### config.mk
export PLATFORM = sky130hd
export DESIGN_NAME = sbox_lut_loader
export DESIGN_NICKNAME = d
export VERILOG_FILES = /design/src/rtl/reg_pkg.sv /design/src/rtl/sbox_lut_loader_pkg.sv /design/src/rtl/sbox_lut_loader.sv
export SDC_FILE = /design/constraint.sdc
export NUM_CORES = 1
export LEC_CHECK = 0
export CAP_MARGIN = 25
export CORE_MARGIN = 2
export CORE_UTILIZATION = 65
export CTS_CLUSTER_SIZE = 24
export DETAILED_ROUTE_END_ITERATION = 10
export DONT_BUFFER_PORTS = 1
export GPL_ROUTABILITY_DRIVEN = 0
export GPL_TIMING_DRIVEN = 0
export PLACE_DENSITY = 0.82
export SETUP_SLACK_MARGIN = 0.05
export SLEW_MARGIN = 20
export SYNTH_ARGS = -nofsm -noshare
export SYNTH_HDL_FRONTEND = slang
export SYNTH_SLANG_ARGS = --single-unit
### constraint.sdc
create_clock -name clk_i -period 4.09 [get_ports clk_i]
set_input_delay 0.409 -clock clk_i [delete_from_list [all_inputs] [get_ports clk_i]]
set_output_delay 0.409 -clock clk_i [all_outputs]
set_load 0.01 [all_outputs]
### src/rtl/reg_pkg.sv
// Generic 32-bit register-bus request/response types.
package reg_pkg;

   typedef struct packed {
      logic [31:0] addr;
      logic        write;
      logic [31:0] wdata;
      logic [3:0]  wstrb;
      logic        valid;
   } reg_req_t;

   typedef struct packed {
      logic [31:0] rdata;
      logic        error;
      logic        ready;
   } reg_rsp_t;

endpackage

### src/rtl/sbox_lut_loader_pkg.sv
// Shared types and constants for the S-box LUT loader.
package sbox_lut_loader_pkg;

   typedef enum logic [1:0] {
      StIdle,
      StWrite,
      StRead,
      StDone
   } loader_state_e;

   localparam int unsigned AsconEntries = 32;

   // Ascon 5-bit S-box, entry i in bits [5i+4:5i] (rightmost literal is entry 0).
   localparam logic [AsconEntries*5-1:0] AsconSbox = {
      5'h17, 5'h0f, 5'h0a, 5'h16, 5'h19, 5'h01, 5'h0c, 5'h10,
      5'h18, 5'h11, 5'h0d, 5'h00, 5'h0e, 5'h07, 5'h13, 5'h1e,
      5'h1c, 5'h06, 5'h03, 5'h1d, 5'h12, 5'h08, 5'h05, 5'h1b,
      5'h02, 5'h09, 5'h15, 5'h1a, 5'h14, 5'h1f, 5'h0b, 5'h04
   };

endpackage

### src/rtl/sbox_lut_loader.sv
// Programs an N_ENTRIES x 5-bit S-box LUT over a register bus, one entry per
// transfer. Define SBOX_LOADER_READBACK_EN to add a read-and-compare pass after
// the write pass; without it the loader finishes after the writes and
// mismatch_o is tied low. A bus error ends the run early with err_o set.
module sbox_lut_loader
   import reg_pkg::*;
   import sbox_lut_loader_pkg::*;
#(
   parameter logic [31:0] BASE_ADDR   = 32'h0000_0000,
   parameter int unsigned N_ENTRIES   = 32,
   parameter int unsigned ADDR_STRIDE = 4
) (
   input  logic                   clk_i,
   input  logic                   rst_i,
   input  logic                   start_i,
   input  logic [N_ENTRIES*5-1:0] tbl_i,
   output reg_req_t               reg_req_o,
   input  reg_rsp_t               reg_rsp_i,
   output logic                   busy_o,
   output logic                   done_o,
   output logic                   err_o,
   output logic                   mismatch_o
);

   localparam int unsigned IdxW = $clog2(N_ENTRIES);
   // One spare bit so the counter never wraps before the terminal compare.
   localparam int unsigned CntW = IdxW + 1;

   loader_state_e                state_q, state_d;
   logic [CntW-1:0]              cnt_q, cnt_d;
   logic [N_ENTRIES-1:0][4:0]    tbl_q, tbl_d;
   logic                         err_q, err_d;
   logic [4:0]                   cur_entry;
   logic [31:0]                  cur_addr;
   logic                         last_entry;
`ifdef SBOX_LOADER_READBACK_EN
   logic                         mism_q, mism_d;
`endif

   // Only rdata[4:0] matters, and only with readback built in.
   logic unused_rdata;
   assign unused_rdata = ^reg_rsp_i.rdata;

   assign cur_entry  = tbl_q[cnt_q[IdxW-1:0]];
   assign cur_addr   = BASE_ADDR + 32'(cnt_q) * ADDR_STRIDE;
   assign last_entry = (cnt_q == CntW'(N_ENTRIES - 1));
   assign err_o      = err_q;
`ifdef SBOX_LOADER_READBACK_EN
   assign mismatch_o = mism_q;
`else
   assign mismatch_o = 1'b0;
`endif

   // Next-state, bus request and status outputs.
   always_comb begin
      state_d   = state_q;
      cnt_d     = cnt_q;
      tbl_d     = tbl_q;
      err_d     = err_q;
`ifdef SBOX_LOADER_READBACK_EN
      mism_d    = mism_q;
`endif
      reg_req_o = '0;
      busy_o    = 1'b0;
      done_o    = 1'b0;

      unique case (state_q)
         StIdle: begin
            if (start_i) begin
               tbl_d   = tbl_i;
               err_d   = 1'b0;
`ifdef SBOX_LOADER_READBACK_EN
               mism_d  = 1'b0;
`endif
               cnt_d   = '0;
               state_d = StWrite;
            end
         end
         StWrite: begin
            busy_o          = 1'b1;
            reg_req_o.valid = 1'b1;
            reg_req_o.write = 1'b1;
            reg_req_o.addr  = cur_addr;
            reg_req_o.wdata = {27'b0, cur_entry};
            reg_req_o.wstrb = 4'hF;
            if (reg_rsp_i.ready) begin
               if (reg_rsp_i.error) begin
                  err_d   = 1'b1;
                  cnt_d   = '0;
                  state_d = StDone;
               end else if (last_entry) begin
                  cnt_d   = '0;
`ifdef SBOX_LOADER_READBACK_EN
                  state_d = StRead;
`else
                  state_d = StDone;
`endif
               end else begin
                  cnt_d = cnt_q + CntW'(1);
               end
            end
         end
`ifdef SBOX_LOADER_READBACK_EN
         StRead: begin
            busy_o          = 1'b1;
            reg_req_o.valid = 1'b1;
            reg_req_o.addr  = cur_addr;
            if (reg_rsp_i.ready) begin
               if (reg_rsp_i.error) begin
                  err_d   = 1'b1;
                  cnt_d   = '0;
                  state_d = StDone;
               end else begin
                  if (reg_rsp_i.rdata[4:0] != cur_entry) begin
                     mism_d = 1'b1;
                  end
                  if (last_entry) begin
                     cnt_d   = '0;
                     state_d = StDone;
                  end else begin
                     cnt_d = cnt_q + CntW'(1);
                  end
               end
            end
         end
`endif
         StDone: begin
            done_o  = 1'b1;
            state_d = StIdle;
         end
         default: begin
            state_d = StIdle;
         end
      endcase
   end

   // State registers with synchronous reset.
   always_ff @(posedge clk_i) begin
      if (rst_i) begin
         state_q <= StIdle;
         cnt_q   <= '0;
         tbl_q   <= '0;
         err_q   <= 1'b0;
`ifdef SBOX_LOADER_READBACK_EN
         mism_q  <= 1'b0;
`endif
      end else begin
         state_q <= state_d;
         cnt_q   <= cnt_d;
         tbl_q   <= tbl_d;
         err_q   <= err_d;
`ifdef SBOX_LOADER_READBACK_EN
         mism_q  <= mism_d;
`endif
      end
   end

endmodule

-- Yosys cells after proc, flatten, opt, wreduce, memory -nomap -nowiden
Index checks and enable logic that the tools add are counted.
- add/subtract/negate cells: 1
- order comparisons: 1
- equality and inequality tests: 7
- multiplexer cells: 19
- reduce and logical (&&, ||, !) cells: 6
- operator list (cell ; count):
    $mux 46 ; 1
    $bmux 5 s5 ; 1
    $mux 6 ; 4
    $pmux 6 s2 ; 1
    $mux 2 ; 4
    $add 6x1->6 const B ; 1
    $eq 6x5->1 const B ; 1
    $lt 5x6->1 const B ; 1
    $ne 2x2->1 const B ; 3
    $reduce_and 3->1 ; 2
    $mux 1 ; 5
    $mux 5 ; 1
    $pmux 2 s2 ; 1
    $reduce_and 4->1 ; 1
    $ne 3x3->1 const B ; 1
    $eq 2x1->1 const B ; 1
    $eq 2x2->1 const B ; 1
    $logic_not 2->1 ; 1
    $pmux 1 s2 ; 1
    $reduce_and 2->1 ; 1
    $reduce_bool 2->1 ; 1
- register bits after elaboration: 169
- input bits: 197
- output and inout port bits: 74

-- Longest topological paths before layout
- word-level depth: 5
- mapped depth: 8
- gate-level depth less buffers: 5

-- Worst setup path after synthesis
Ideal clock, no wire load.
- path type: register -> output
- from: reg cnt_q[0]
- to: out reg_req_o[6] in the netlist's numbering
- arrival time: 1.599 ns
- required time: 3.681 ns
- path slack: 2.082 ns
- stages on the path, launching flop included: 7
- cell sequence: dfxtp_1 buf_6 buf_8 mux4_1 a22o_1 a31oi_1 o22ai_1
- RTL lines (item ; RTL line ; source):
    from (decl) ; sbox_lut_loader.sv:30 ; logic [CntW-1:0] cnt_q, cnt_d;
    from (signal assigned) ; sbox_lut_loader.sv:149 ; cnt_q <= cnt_d;
    to (decl) ; sbox_lut_loader.sv:17 ; output reg_req_t reg_req_o,

==> results.cfg <==
[run_status]
status = completed

[critical_path]
cp_slowest_stage_delay_ps = 590
crit_family = compound AO/OA/AOI/OAI gates
path_class = flop to primary output
start_kind = flop
endpoint_kind = primary output
cp.buffers_inverters = 2
cpMaxStageDelayCell = mux4_1
worst-path-max-fanout = 10
cp_data_required_time_ps = 3680
reg2reg_depth = 8
worst-path-stages = 5
cp.arrival_ps = 2400
path_cells = buf_6 -> buf_8 -> mux4_1 -> a221oi_1 -> o22ai_1

[clock_network]
cts_num_sinks = 169
clk_latency_ps = 430
cts_resized = 0
clkTransAtPathRegs_ps = 70
cts_htree_levels = 4
clockBufferDepth = 2
cts_tree = done
root_buffer = clkbuf_16
postCtsSetupRepairBufs = 0
cts_buffers = 17
hold_buffers = 0

[die]
die_area_sq_um = 13000
start_util_pct = 65.9
core_area_sq_um = 11900
fp.dieW_um = 114
num_io_pins = 271
rows = 40
fp.dieH_um = 114

[synth]
synth_top_area_share_pct = 43.1
ys.flop_type = dfxtp_1
synth.ff_latch_count = 169
yosys.area.top_type = dfxtp_1
ys_types = 46
synth_warnings = 0
synth_area_leaders = dfxtp_1, nand2_1, a21oi_1
syn_avg_cell_area_sq_um = 8.49
syn_area_sq_um = 7850
synth_seq_area_share_pct = 43.1
synthArstFlopShare_pct = 0
syn_inst = 924
synth-edff-count = 0

[min_path]
hold_path.class = input pin to flop
min_path_cells = 2

[sta]
setup_viol = 0
period_minus_slack_ps = 2810
hold_violations = 0
drv_slew = 0
setup_tns_ps = 0
rsz0062_at_grt = no
finalWorstSetupSlack_ps = 1280
slew_headroom_pct = 54.9
worst_pin_slew_ps = 676
fmax_mhz = 356
finalCritPeriodShare_pct = 68.8
fin_skew_ps = 6.16

[power_and_ir_drop]
finalPower_mw = 3.89
pwr-share-comb_pct = 13.1
p_int_mw = 2.88
pwr-share-seq_pct = 46.1
power.switching_mw = 1.02
power.density_nw_per_um2 = 442
clkPwrFrac_pct = 40.9
p_sw_share_pct = 26.1
ir_drop_uv = 389
p_leak_nw = 3.54

[cells_and_area]
area_growth_pct = 12.4
final_layout_size_suffix_gt1_share_pct = 16.9
final_core_util_pct = 74.0
diodes = 0
nets = 1194

[routing]
vias = 6524
drc = 0
wire_per_inst_um = 17.6
ant_nets = 0
drt-vias-per-instance = 5.64
drt-total-wl_mm = 20.4
dr.pass1.iters = 5
drtIter0Drc = 461

[global_route]
grt_pass1_wl_mm = 30.4
grt_overflow = 0
grt_pass1_vias = 5980
grt_antenna_before_repair = 0
track_usage_pct = 31.0
grt_max_degree = 17

[place]
place_worst_setup_slack_ps = 1740
port_buffers = 0
hpwl_mm = 14.9

[run]
cap_violations = 0
cell usage in the layout (no fill, tap or decap), types with 2 or more instances in the layout:
master	count
a21oi_1	165
a221oi_1	2
a221oi_2	3
a22o_1	9
a22oi_1	10
a31oi_1	6
and2_1	5
and2_2	3
and2b_2	2
buf_2	37
buf_4	61
buf_6	6
buf_8	2
bufinv_16	2
clkbuf_1	23
clkbuf_16	17
clkbuf_8	2
clkinvlp_4	6
conb_1	54
dfxtp_1	169
inv_1	2
inv_6	3
mux2i_1	21
mux4_1	13
mux4_2	17
nand2_1	321
nand2b_1	4
nand3_1	2
nor2_1	7
nor2b_1	3
nor3_1	4
o22ai_1	5
o31ai_1	2
xnor2_1	4
layout make-up:
class / instances / area (sq um)
Multi-Input combinational cell: 675 / 3790
Sequential cell: 169 / 3380
Fill cell: 961 / 3100
Buffer: 130 / 861
Clock buffer: 20 / 447
Tap cell: 147 / 184
Clock inverter: 12 / 140
Inverter: 3 / 13.8
logic make-up (layout without fill, tap and decap cells):
| group | Yosys count | count (layout) | share of synthesized area [%] |
|---|---|---|---|
| DFF | 169 | 169 | 43.1 |
| xor gates and xnor gates | 4 | 4 | 0.446 |
| and+or+nand+nor | 361 | 361 | 18.6 |
| muxes | 51 | 51 | 11.9 |
| other | 1 | 54 | 0.0478 |
| buffers and inverters | 133 | 165 | 11.1 |
| AOI/OAI and AO/OA | 204 | 204 | 14.5 |
| adders and majority gates | 1 | 1 | 0.159 |
worst reg2reg max path, stage by stage (launching register included):
cell	delay (ps)
dfxtp_1	290
clkbuf_1	180
nor2b_1	220
nor2b_1	160
buf_2	210
buf_2	340
buf_2	260
nand2_1	100
a21oi_1	170
power groups by stage:
stage          sequential [mW]  combinational, mW  clock [mW]
3_3_place_gp              1.82              0.489           0
5_1_grt                   1.80              0.557        1.67
3_5_place_dp              1.83              0.499           0
2_1_floorplan             1.81              0.402           0
6_report                  1.79              0.509        1.59
4_1_cts                   1.79              0.504        1.60
stage by stage:
| step | area, sq um | cells | hold slack, ps |
|---|---|---|---|
| floorplan | 8050 | 977 | 432 |
| global placement | 8230 | 1124 | 438 |
| detailed placement | 8230 | 1124 | 442 |
| CTS | 8820 | 1156 | 107 |
| global route | 8820 | 1156 | 106 |
| finish | 8820 | 1156 | 115 |
layer usage:
metal | global-route usage [%] | up-vias | routed length [um]
li1 | - | 3157 | -
met5 | 0 | - | 0
met2 | 51.3 | 280 | 9820
met3 | 8.08 | 46 | 1580
met1 | 38.2 | 3041 | 8280
met4 | 14.2 | 0 | 666
final timing paths:
path	slack [ps]	endpoint	from
setup / recovery	1280	reg_req_o[5]	cnt_q[0]
hold / removal	110	tbl_q[20]	tbl_i[20]
setup reg to reg	2080	tbl_q[46]	state_q[0]
hold reg to reg	450	tbl_q[83]	tbl_q[83]
synthesized netlist by cell type (2+ instances only):
library cell	n
clkbuf_1	21
xnor2_1	4
and2_2	3
buf_8	2
o31ai_1	2
a31oi_1	6
nand2_1	321
inv_1	2
nand3_1	2
mux4_1	13
dfxtp_1	169
a22oi_1	10
nand2b_1	4
and2b_2	2
a22o_1	9
buf_6	6
nor2_1	7
a221oi_1	2
and2_1	5
o22ai_1	5
nor2b_1	3
buf_4	61
a21oi_1	165
buf_2	37
mux4_2	17
mux2i_1	21
a221oi_2	3
nor3_1	4
sequential cells by signal, indices dropped and copies added, names as in the netlist:
name,flops
cnt_q,6
state_q,2
err_o,1
tbl_q,160
Power figures use the tool's default switching activity.
==> RTL change 1 (same flow settings) <==
The option `SBOX_LOADER_READBACK_EN` is turned on by a define.
--- a/src/rtl/sbox_lut_loader.sv
+++ b/src/rtl/sbox_lut_loader.sv
@@ -4,2 +4,4 @@
 // mismatch_o is tied low. A bus error ends the run early with err_o set.
+`define SBOX_LOADER_READBACK_EN
+
 module sbox_lut_loader
Function: same outputs for any inputs over 4 cycles, from zero or initial values and one cycle with rst_i high; that may be too few to reach the edited logic, so the function may still have changed.
==> RTL change 1 against the original RTL <==
  * Count of clock-buffer cells in the layout stayed put
  * Setup slack worse by 170 ps
  * Core utilization up 0.13 points
  * Area after synthesis up 1.8%
  * Sequential cell count increased by 1
  * Die area increased by 1.7%
  * Wire length increased by 7.1%
  * Sequential share of layout area decreased by 0.16 points
  * Cell area is 1.0% higher
  * Final cell count is 6.8% higher
  * First-iteration DRC count grew 24%
  * Worst hold slack lost 3.0 ps
  * Highest routed layer unchanged
Power is not compared: it rests on default switching activity, and its combinational part moved more than twofold at a synthesized area within 25%.
==> RTL change 1: results (changes against the original RTL) <==
initial antenna violation count 0 (unchanged); H-tree levels 4 (unchanged); maximum root-to-sink buffer count 2 (unchanged); normalized max-slew margin 50.57% (-4.3 points); post_cts resized 0 (unchanged); Tot GR Track Use 32.39% (+1.4 points); YS warnings 0 (unchanged); DP Worst Slack 1509 ps (-226.7 ps); Initial DRC Count 573 (+24%); worst clock skew 6.094 ps (-0.06559 ps); global-route wire length before repair 32.21 mm (+5.9%); cell count of the worst reg-to-reg path 8 (unchanged); compound-gate portion of the synthesized area 16.29% (+1.7 points); top post-synthesis cells by count 324 x nand2_1, 183 x a21oi_1, 170 x dfxtp_1; multiplexer share of the synthesized area 10.28% (-1.6 points); Distinct cells, synth 35 (-24%); n_diodes 0 (unchanged); vias in the first global route 6326 (+5.8%); min-delay worst type primary input to flop; CP Data Arrival Time 2570 ps (+170 ps); Via density 5.650 (+0.12%); Post-synth ARST share 0% (unchanged); Leak 3.323 nW; Worst VDD drop 0.0003569 V; hpwl dp 15.75 mm (+5.5%); status finished clean; layout cells sized above 1 9.467% (-7.5 points); final WL 21.80 mm (+7.1%); top post-synthesis cells by area dfxtp_1 43%, nand2_1 15%, a21oi_1 11%; Post-CTS Setup Inserts 0 (unchanged); XOR/XNOR share of the synthesized area 0.8772% (+0.43 points); largest net degree at the start of global routing 17 (unchanged); Post-DP Area 8367 um^2 (+1.7%); IO buf count 0 (unchanged); total CTS buffers 17 (unchanged); share of the yosys chip area belonging to registers 42.61% (-0.51 points); drt pass-1 iters 5 (unchanged); Hold Path Stages 2 (unchanged); final net count 1278 (+7.0%); adder-cell share of the synthesized area 0.9398% (+0.78 points)
==> RTL change 1: cell types whose count changed after synthesis, sizes merged, moves of 8 or more <==
cell and change:
mux2i +61, mux4 -30, a22o -10, and2 +8, a21oi +18, a22oi +31
buf -37, clkbuf +37
==> RTL change 1: cell type report <==
type	count	area, um^2
Clock inverter	12	102.6
Sequential cell	170	3403
Tap cell	147	183.9
Clock buffer	20	436.7
Inverter	2	7.507
Buffer	130	797.0
Multi-Input combinational cell	754	3975
Fill cell	990	3105
==> RTL change 1: critical path, stage by stage (launching register included) <==
cell      delay, ps
dfxtp_1         510
nor2b_1         220
clkbuf_1        520
a22oi_1         210
a21oi_1         320
nor4_2          110
and2_1          250
==> RTL change 1: final timing paths <==
| check | from | slack, ps | end |
|---|---|---|---|
| setup reg to reg | cnt_q[2]$_SDFFE_PP0P_ | 1320 | mismatch_o$_SDFFE_PP0P_ |
| hold / removal | tbl_i[52] | 110 | tbl_q[52]$_SDFFE_PP0P_ |
| hold reg to reg | tbl_q[48]$_SDFFE_PP0P_ | 450 | tbl_q[48]$_SDFFE_PP0P_ |
| setup / recovery | cnt_q[2]$_SDFFE_PP0P_ | 1110 | reg_req_o[9] |
==> RTL change 1: stage by stage <==
step	total power, mW	hold slack [ps]	cells
finish	5.297	112.0	1235
global route	5.588	108.0	1235
CTS	5.267	102.3	1235
detailed placement	3.803	446.6	1203
global placement	3.753	440.9	1203
floorplan	3.386	435.7	1056
==> RTL change 1: logic make-up (layout without fill, tap and decap cells) <==
family | after synthesis | after routing
buffers and inverters | 132 | 164
flip-flops | 170 | 170
other | 1 | 53
adder cells (fa/ha/maj) | 6 | 6
AO/OA/AOI/OAI | 236 | 236
multiplexers | 82 | 82
AND/OR/NAND/NOR | 369 | 369
XOR/XNOR | 8 | 8
==> RTL change 1: metal layers <==
layer  global-route usage (%)  share of wire (%)
met3                    8.434                 10
met2                    52.04                 46
met1                    41.29                 41
met5                        0                  0
met4                    14.22                3.2
==> RTL change 1: report_power, final <==
part / total [mW] / internal (mW) / switching, mW
Combinational: 1.66 / 0.581 / 1.08
Clock: 1.49 / 0.832 / 0.655
Sequential: 2.15 / 1.97 / 0.176
Total: 5.30 / 3.38 / 1.91
==> RTL change 2 (same settings) <==
Made on the original files. The 4 states of `loader_state_e` get a one-hot encoding in 4 bits.
--- a/src/rtl/sbox_lut_loader_pkg.sv
+++ b/src/rtl/sbox_lut_loader_pkg.sv
@@ -3,7 +3,7 @@
 
-   typedef enum logic [1:0] {
-      StIdle,
-      StWrite,
-      StRead,
-      StDone
+   typedef enum logic [3:0] {
+      StIdle  = 4'b0001,
+      StWrite = 4'b0010,
+      StRead  = 4'b0100,
+      StDone  = 4'b1000
    } loader_state_e;
Formal check against the unedited RTL: same outputs for any inputs over 4 cycles, from zero or initial values and one cycle with rst_i high; so few cycles prove little.
==> RTL change 2 against the original RTL <==
  * Worst hold slack got worse by 13 ps
  * Count of clock-buffer cells in the layout decreased by 2
  * Total power about the same
  * First-iteration DRC count increased by 64%
  * Setup slack got worse by 650 ps
  * Sequential cell count increased by 1
  * Maximum frequency decreased by 19%
  * Synthesized cell count increased by 2.1%
  * Critical path depth unchanged
  * Area after synthesis increased by 0.85%
  * Cell area increased by 0.75%
  * Wire length increased by 4.9%
  * Core utilization increased by 0.24 points
  * Die area increased by 0.81%
  * Largest power group unchanged
  * Highest routed layer unchanged
==> RTL change 2: results (changes against the original RTL) <==
Distinct cells, synth 47 (+2.2%); XOR/XNOR share of the synthesized area 0.3321% (-0.11 points); Clk pin slew, worst setup/hold paths 60 ps; final WL 21.35 mm (+4.9%); layout filler cell count 956 (-0.52%); Initial DRC Count 755 (+64%); RR Endpoint tbl_q[40]$_SDFFE_PP0P_; Via density 5.694 (+0.90%); top post-synthesis cells by count 324 x nand2_1, 170 x dfxtp_1, 169 x a21oi_1; Met3 Wirelength 1.984 mm (+25%); WHS 102.0 ps (-12.94 ps); layout cells sized above 1 15.27% (-1.7 points); M1 WL 8.769 mm (+5.9%); r2r setup slk 1840 ps (-240 ps); GR Layer Usage met2 51.23% (-0.11 points); met3 Use GR 7.411% (-0.67 points); met2 wire len 9.893 mm (+0.73%); worst slew pin tran 1080 ps (+403.5 ps); drt pass-1 iters 8 (+3); Sw Ratio 26.68% (+0.58 points); Leak 3.420 nW (-3.4%); Largest regs tbl_q: 160 flops, cnt_q: 6 flops, state_q: 3 flops; cell count of the worst reg-to-reg path 6 (-2); Worst VDD drop 0.0003996 V (+2.7%); vias in the first global route 6015 (+0.59%); Total Power 3.892 mW (about the same); status finished clean; Routed WL per cell 18.17 um (+3.2%); met1 usage 42.83% (+4.7 points); compound-gate portion of the synthesized area 14.41% (-0.14 points); Mean Syn Cell Area 8.391 um^2 (-1.2%); global-route wire length before repair 31.60 mm (+3.9%); clock latency on the worst-skew pair 430 ps (about the same); initial antenna violation count 0 (unchanged); FF-to-FF Start state_q[0]$_SDFFE_PP1P_; hold endpoint tbl_q[101]$_SDFFE_PP0P_; final net count 1213 (+1.6%); worst hold path startpoint tbl_i[101]; hpwl dp 15.72 mm (+5.3%); adder-cell share of the synthesized area 0.1581% (-0.0013 points); Reg power frac 46.9% (+0.8 points); share of the yosys chip area belonging to registers 43.01% (-0.11 points); Tot GR Track Use 32.39% (+1.4 points); logic gate share of total power 12.0% (-1.1 points); total CTS buffers 17 (unchanged); multiplexer share of the synthesized area 11.16% (-0.75 points); CP Data Arrival Time 3060 ps (+660 ps); worst clock skew 4.847 ps (-1.313 ps); # placed instances 1143 (+1.7%); Root Driver clkbuf_16; top post-synthesis cells by area dfxtp_1 43%, nand2_1 15%, a21oi_1 11%; CP max FO 16 (+6)
[RTL change 2: per-stage QoR]
step / instance area [um^2] / utilization (%) / worst slack [ps]
floorplan: 8112 / - / 2044
global placement: 8295 / 69.35 / 1157
detailed placement: 8295 / 69.35 / 1136
CTS: 8882 / 74.26 / 681.3
global route: 8882 / 74.26 / 578.4
finish: 8882 / 74.26 / 624.3
[RTL change 2: kinds of logic (layout without fill, tap and decap cells)]
logic type	count (synthesis)	after routing
buffers and inverters	131	163
xor gates and xnor gates	3	3
adders and majority gates	1	1
DFF	170	170
other	1	54
AOI/OAI and AO/OA	206	206
and+or+nand+nor	381	381
muxes	50	50
[RTL change 2: cell type report]
cell class / instances / area share, %
Tap cell: 147 / 2.071
Inverter: 2 / 0.08452
Buffer: 129 / 9.396
Sequential cell: 170 / 38.32
Clock inverter: 14 / 1.662
Clock buffer: 18 / 4.944
Multi-Input combinational cell: 695 / 43.53
[RTL change 2: worst max-delay path, cell delays in order, from the launching register on]
cell,delay [ps]
dfxtp_1,390
nand2b_1,220
nor2_1,320
clkbuf_1,850
o31ai_1,200
nor4_1,650
[RTL change 2: worst max-delay path by stage]
stage                            start  cells past startpoint      endpoint  slack [ps]
3_3_place_gp   state_q[0]$_SDFFE_PP1P_                      5  reg_req_o[7]        1160
3_5_place_dp   state_q[0]$_SDFFE_PP1P_                      5  reg_req_o[7]        1140
4_1_cts        state_q[0]$_SDFFE_PP1P_                      5  reg_req_o[7]         680
5_1_grt        state_q[0]$_SDFFE_PP1P_                      5  reg_req_o[7]         580
6_report       state_q[0]$_SDFFE_PP1P_                      5  reg_req_o[7]         620
2_1_floorplan  state_q[0]$_SDFFE_PP1P_                      5  reg_req_o[7]        2040
